[config.mk]
export PLATFORM = sky130hd
export DESIGN_NAME = alu_issue_ctl
export DESIGN_NICKNAME = d
export VERILOG_FILES = /design/src/rtl/bpf_isa_pkg.sv /design/src/rtl/alu_issue_ctl.sv
export SDC_FILE = /design/constraint.sdc
export NUM_CORES = 1
export LEC_CHECK = 0
export CAP_MARGIN = 20
export CORE_MARGIN = 2
export CORE_UTILIZATION = 38
export DETAILED_ROUTE_END_ITERATION = 6
export MAX_ROUTING_LAYER = met4
export PLACE_DENSITY = 0.82
export SETUP_SLACK_MARGIN = 0.4
export SLEW_MARGIN = 20
export SYNTH_ARGS = -nofsm -noshare
export SYNTH_HDL_FRONTEND = slang
export SYNTH_SLANG_ARGS = --single-unit
export TNS_END_PERCENT = 30
[constraint.sdc]
create_clock -name clk -period 2.4 [get_ports clk]
set_clock_uncertainty 0.15 [all_clocks]
set_input_delay 0.48 -clock clk [delete_from_list [all_inputs] [get_ports clk]]
set_output_delay 0.48 -clock clk [all_outputs]
set_load 0.005 [all_outputs]
[src/rtl/bpf_isa_pkg.sv]
// Classic-BPF ISA constants and decode helpers.
// Shared by the ALU issue controller, the jump unit and the datapath.
package bpf_isa_pkg;

  localparam logic [2:0] CLS_ALU  = 3'b100;
  localparam logic [2:0] CLS_MISC = 3'b111;
  localparam int         SRC_BIT  = 3;
  localparam logic [7:0] CODE_TAX = 8'h07;
  localparam logic [7:0] CODE_TXA = 8'h87;

  typedef enum logic [3:0] {
    OP_ADD = 4'h0,
    OP_SUB = 4'h1,
    OP_MUL = 4'h2,
    OP_DIV = 4'h3,
    OP_OR  = 4'h4,
    OP_AND = 4'h5,
    OP_LSH = 4'h6,
    OP_RSH = 4'h7,
    OP_NEG = 4'h8,
    OP_MOD = 4'h9,
    OP_XOR = 4'hA
  } bpf_op_e;

  typedef struct packed {
    logic is_alu;
    logic is_tax;
    logic is_txa;
    logic bad;
  } bpf_dec_t;

  // MUL/DIV/MOD and the undefined ops 0xB-0xF are issued but flag an error.
  function automatic logic op_is_err(input logic [3:0] op);
    logic r;
    case (op)
      OP_ADD, OP_SUB, OP_OR, OP_AND, OP_LSH, OP_RSH, OP_NEG, OP_XOR: r = 1'b0;
      default:                                                       r = 1'b1;
    endcase
    return r;
  endfunction

  function automatic bpf_dec_t bpf_decode(input logic [7:0] code);
    bpf_dec_t d;
    d.is_alu = (code[2:0] == CLS_ALU);
    d.is_tax = (code == CODE_TAX);
    d.is_txa = (code == CODE_TXA);
    if (d.is_alu) begin
      d.bad = op_is_err(code[7:4]);
    end else begin
      d.bad = ~(d.is_tax | d.is_txa);
    end
    return d;
  endfunction

endpackage

[src/rtl/alu_issue_ctl.sv]
// Issue/writeback controller for the two-stage pipelined BPF ALU.
// Owns A and X, tracks in-flight ALU ops in a valid shadow, stalls on the RAW hazard on A.
module alu_issue_ctl
  import bpf_isa_pkg::*;
#(
  parameter bit FORWARD = 1'b1
) (
  input  logic        clk,
  input  logic        rst,
  input  logic        in_valid,
  output logic        in_ready,
  input  logic [7:0]  in_code,
  input  logic [31:0] in_k,
  output logic [31:0] alu_A,
  output logic [31:0] alu_B,
  output logic [3:0]  alu_sel,
  input  logic [31:0] alu_out,
  output logic [31:0] a_reg,
  output logic [31:0] x_reg,
  output logic        wb_valid,
  output logic        err
);

  logic        v1_r;
  logic        v2_r;
  logic [3:0]  sel_r;
  logic [31:0] a_r;
  logic [31:0] x_r;
  logic        err_r;

  bpf_dec_t    dec_s;
  logic        ready_s;
  logic        accept_s;
  logic        issue_alu_s;
  logic [31:0] a_src_s;
  logic [31:0] b_s;

  // Decode, hazard stall, operand selection.
  always_comb begin
    dec_s = bpf_decode(in_code);
    // Every op but TXA reads A, so all issue is gated while A is not yet available.
    if (FORWARD != 1'b0) begin
      ready_s = ~v1_r;
    end else begin
      ready_s = ~(v1_r | v2_r);
    end
    accept_s    = in_valid & ready_s;
    issue_alu_s = accept_s & dec_s.is_alu;
    if ((FORWARD != 1'b0) && v2_r) begin
      a_src_s = alu_out;
    end else begin
      a_src_s = a_r;
    end
    if (in_code[7:4] == OP_NEG) begin
      b_s = 32'h0000_0000;
    end else if (in_code[SRC_BIT]) begin
      b_s = x_r;
    end else begin
      b_s = in_k;
    end
  end

  // Shadow valids, select register, A/X writeback and sticky error.
  always_ff @(posedge clk) begin
    if (rst) begin
      v1_r  <= 1'b0;
      v2_r  <= 1'b0;
      sel_r <= 4'h0;
      a_r   <= 32'h0000_0000;
      x_r   <= 32'h0000_0000;
      err_r <= 1'b0;
    end else begin
      v1_r  <= issue_alu_s;
      v2_r  <= v1_r;
      sel_r <= issue_alu_s ? in_code[7:4] : 4'h0;
      // TXA is younger than any op in s2, so it wins the A write.
      if (accept_s && dec_s.is_txa) begin
        a_r <= x_r;
      end else if (v2_r) begin
        a_r <= alu_out;
      end
      if (accept_s && dec_s.is_tax) begin
        x_r <= a_src_s;
      end
      if (accept_s && dec_s.bad) begin
        err_r <= 1'b1;
      end
    end
  end

  assign in_ready = ready_s;
  assign alu_A    = a_src_s;
  assign alu_B    = b_s;
  assign alu_sel  = sel_r;
  assign a_reg    = a_r;
  assign x_reg    = x_r;
  assign wb_valid = v2_r;
  assign err      = err_r;

endmodule

# Word-level counts from Yosys, hierarchy flattened
# Memories as Yosys holds them, arrays and structs flattened.
# Index checks and enable logic that the tools add are counted.
dict set report classes {
  muxes 5
  bitwise_logic 6
  n_reduce_logical 4
  n_eq_ne 4
}
# cell n
set op_table {}
lappend op_table {{$mux 32} 4}
lappend op_table {{$eq 8x3->1 const B} 1}
lappend op_table {{$eq 8x8->1 const B} 1}
lappend op_table {{$eq 4x4->1 const B} 1}
lappend op_table {{$eq 3x3->1 const B} 1}
lappend op_table {{$logic_and 1x1->1} 3}
lappend op_table {{$not 1->1} 3}
lappend op_table {{$and 1x1->1} 2}
lappend op_table {{$reduce_or 2->1} 1}
lappend op_table {{$mux 1} 1}
lappend op_table {{$or 1x1->1} 1}
dict set report totals {
  mem_count 1
  word_cells 26
  out_inout_bits 135
  reg_bits 71
  romBits 16
}
# memory words word_bits read_ports rd_clocked_by_memory_dff write_ports line
set mem_list {}
lappend mem_list {{(no name shown)} 16 1 1 0 0 bpf_isa_pkg.sv:35} ;# case (op)

# Depth between registers and ports, before layout
dict set report depth {
  ltp_word 5
  ltp_mapped 5
  mapped_depth_nobuf 3
}

# Least setup slack after synthesis
# OpenSTA, ideal clock, no wires.
dict set report synth_timing {
  path_kind {in2out}
  start {input in_code[3]}
  end {output alu_B[0]}
  cell_stages 4
  arrival_time_ns 1.364
  n_path_buf 2
  path_slack_ns 0.406
  required_ns 1.770
  cell_sequence {buf_2 -> buf_1 -> mux2i_1 -> nor2_1}
}
dict set report synth_between {
  elab_chain_cells 2
}
# item line
set synth_rtl {}
lappend synth_rtl {{start: declaration} alu_issue_ctl.sv:12} ;# input logic [7:0] in_code,
lappend synth_rtl {{$mux 32} alu_issue_ctl.sv:56} ;# end else if (in_code[SRC_BIT]) begin
lappend synth_rtl {{$mux 32} alu_issue_ctl.sv:54} ;# if (in_code[7:4] == OP_NEG) begin
lappend synth_rtl {{end: declaration} alu_issue_ctl.sv:15} ;# output logic [31:0] alu_B,
# Every way passes these cells.

# Worst setup path in the final report
dict set report layout_timing {
  start {input in_code[5]}
  end {output alu_B[25]}
}
dict set report layout_between {
  elab_chain_cells 2
}
# item line
set layout_rtl {}
lappend layout_rtl {{$eq 4x4->1} alu_issue_ctl.sv:54}
lappend layout_rtl {{$mux 32} alu_issue_ctl.sv:54}
# Every way passes these cells.

==> flow_summary.ini <==
[outcome]
outcome = complete, no violations

[power_and_ir_drop]
seqPwrFrac_pct = 48.3
total_power_w = 0.00246
p_switching_w = 0.000554
powerDensity_nw_per_um2 = 372
p_clk_share_pct = 36.1
swShare_pct = 22.6
p_leak_nw = 2.66
p_int_w = 0.00190
combPwrFrac_pct = 15.5
irDropWorstVdd_uv = 262

[flow_run]
maxCapViolCount = 0

[die]
rows = 35
initial_core_util_pct = 39.0
die_area_um2 = 10200
die_width_um = 101
io_pins = 210
dieHeight_um = 101
coreArea_um2 = 9200

[drt]
dr_total_vias = 3460
wirelength_um = 12200
antenna_left = 0
viasPerCell = 4.91
drc = 0
drtIter0Drc = 93
drt_pass1_iterations = 4
wl_per_cell_um = 17.3

[synth]
postSynthCellCount = 340
synth_ff_type = dfxtp_1
synth_edf_count = 0
synthArstFlopShare_pct = 0
synth-seq-area-share_pct = 39.7
synthDistinctLibCells = 20
synth-seq-cells = 71
syn_nets = 415
yosys_warnings = 0
synth.avg_cell_area_um2 = 10.5
syn_area_um2 = 3580

[setup_path]
worst-setup-path-type = input port to output port
start_kind = input port
cp.arrival_ns = 1.58
max_stage_delay_ns = 0.28
crit_fanout = 8
crit_buf_inv = 7
r2r_slack_ns = 0.78
critical_path.slowest_cell = nor4b_4
critical-path-top-delay-family = buffers and inverters
critPathMostFrequentCell = buf_6
reg2reg_depth = 4
r2r-start = v1_r
crit_path_end_kind = output port
regToRegEndpoint = x_reg[28]
cp.required_ns = 1.77
path_cells = buf_6, nor4b_4, buf_6, buf_6, buf_6, buf_12, buf_16, nor2_4, buf_2

[clocking]
cts_tree = done
clockRootBuffer = clkbuf_8
numCtsBuffers = 9
htree_levels = 3
clkLatencyLatePin_ns = 0.33
cts.clk_slew.worst_paths_ns = 0.07
clockBufferDepth = 2
clkSinkCount = 71
ctsHoldBuffers = 0

[global_route]
overflow = 0
grt_pass1_wl_um = 18400
grt_max_degree = 40
grt.total_usage_pct = 23.9
antenna_found_initial = 0
grt_pass1_vias = 3576

[placement]
placed_area_um2 = 5890
place_ws_ns = -0.337
io_buffer_count = 209
globalplace.congestion = 0.753
hpwl_um = 8160

[timing]
max_slew.worst_pin.slew_ns = 0.570
finalCritPeriodShare_pct = 92.1
clock.fmax_mhz = 452
slew_violations = 0
setup_violations = 0
rsz0062_at_grt = true
slew_headroom_pct = 62.0
setup_slack_ns = 0.189
final_hold_viol_count = 0
finalCriticalPeriod_ns = 2.21

[cells_and_area]
diodes = 0
area_growth_syn_to_layout_pct = 83.9
final_cell_mix = clkdlybuf4s50_1, mux2i_1, dfxtp_1, nand2b_1, buf_2
design_area_um2 = 6590
drive_gt1_share_pct = 32.8
layout_commonest_cell = clkdlybuf4s50_1
nets = 665

[hold_path]
holdPathEnd = alu_sel[0]
holdPathStages = 3
worstHoldStart = in_code[4]
hp-class = input port to flip-flop
## metrics by stage
| step | hold WS, ns | setup TNS [ns] | cells | util (%) |
|---|---|---|---|---|
| floorplan | 0.301 | 0 | 340 | - |
| finish | 0.320 | 0 | 705 | 71.7 |
| global placement | 0.296 | -18.19 | 653 | 64.1 |
| CTS | 0.294 | 0 | 696 | 69.9 |
| global route | 0.314 | 0 | 705 | 71.7 |
| detailed placement | 0.300 | -21.35 | 653 | 64.1 |
## area by class of cell
class | instances | area (µm²)
Sequential cell | 71 | 1430
Clock inverter | 5 | 50.0
Clock buffer | 10 | 128
Inverter | 2 | 7.51
Timing Repair Buffer | 263 | 2630
Fill cell | 705 | 2600
Multi-Input combinational cell | 243 | 2220
Tap cell | 111 | 139
## tightest hold or removal path: cells and delay by family
family / cells / cell delay (ns)
and+or+nand+nor: 1 / 0.11
buffers and inverters: 2 / 0.18
## how the worst max path moves through the flow
stage                end  cells past startpoint  slack (ns)       start
2_1_floorplan   alu_B[0]                      4        0.41  in_code[3]
3_3_place_gp   alu_B[29]                      5       -0.30  in_code[6]
3_5_place_dp   alu_B[29]                      5       -0.34  in_code[6]
4_1_cts        alu_B[12]                      9        0.21  in_code[4]
5_1_grt        alu_B[25]                      9        0.14  in_code[5]
6_report       alu_B[25]                      9        0.19  in_code[5]
## timing repair
action	CTS	global route
cloned	6	0
pin swaps	25	2
setup endpoints to repair	129	100
setup buffers	22	9
gates resized for setup	334	45
hold endpoints to repair	0	0
## cell usage after synthesis, types with 2 or more instances
master / count / area, µm²
and2_1: 4 / 25.0
nor3_1: 2 / 10.0
buf_6: 6 / 67.6
inv_1: 2 / 7.51
mux2i_1: 96 / 961
clkbuf_1: 11 / 41.3
nor4b_4: 2 / 47.6
mux2_2: 32 / 360
nor2_1: 34 / 128
buf_2: 4 / 20.0
nand2b_1: 66 / 413
dfxtp_1: 71 / 1420
buf_1: 3 / 11.3
## power groups by stage
stage	logic (W)	clock network [W]	registers, W
after floorplan	0.000112	0	0.00122
after global placement	0.000347	0	0.00122
after detailed placement	0.000353	0	0.00122
after CTS	0.000371	0.000910	0.00119
after global routing	0.000407	0.000965	0.00119
final	0.000382	0.000887	0.00119
## metal layers
layer / routed length [µm] / track usage [%] / vias to the layer above
li1: - / - / 1667
met1: 4860 / 26.3 / 1648
met2: 6490 / 43.0 / 130
met3: 645 / 4.72 / 15
met4: 189 / 8.00 / 0
met5: 0 / - / -
## kinds of logic (layout without fill, tap and decap cells)
kind of cell	after synthesis	in the layout	share of synthesized area, %
compound gates	2	2	0.489
buf+inv	26	280	4.12
flops	71	71	39.7
mux	128	128	36.9
simple gates	113	113	18.9
(Power assumes the default switching activity.)
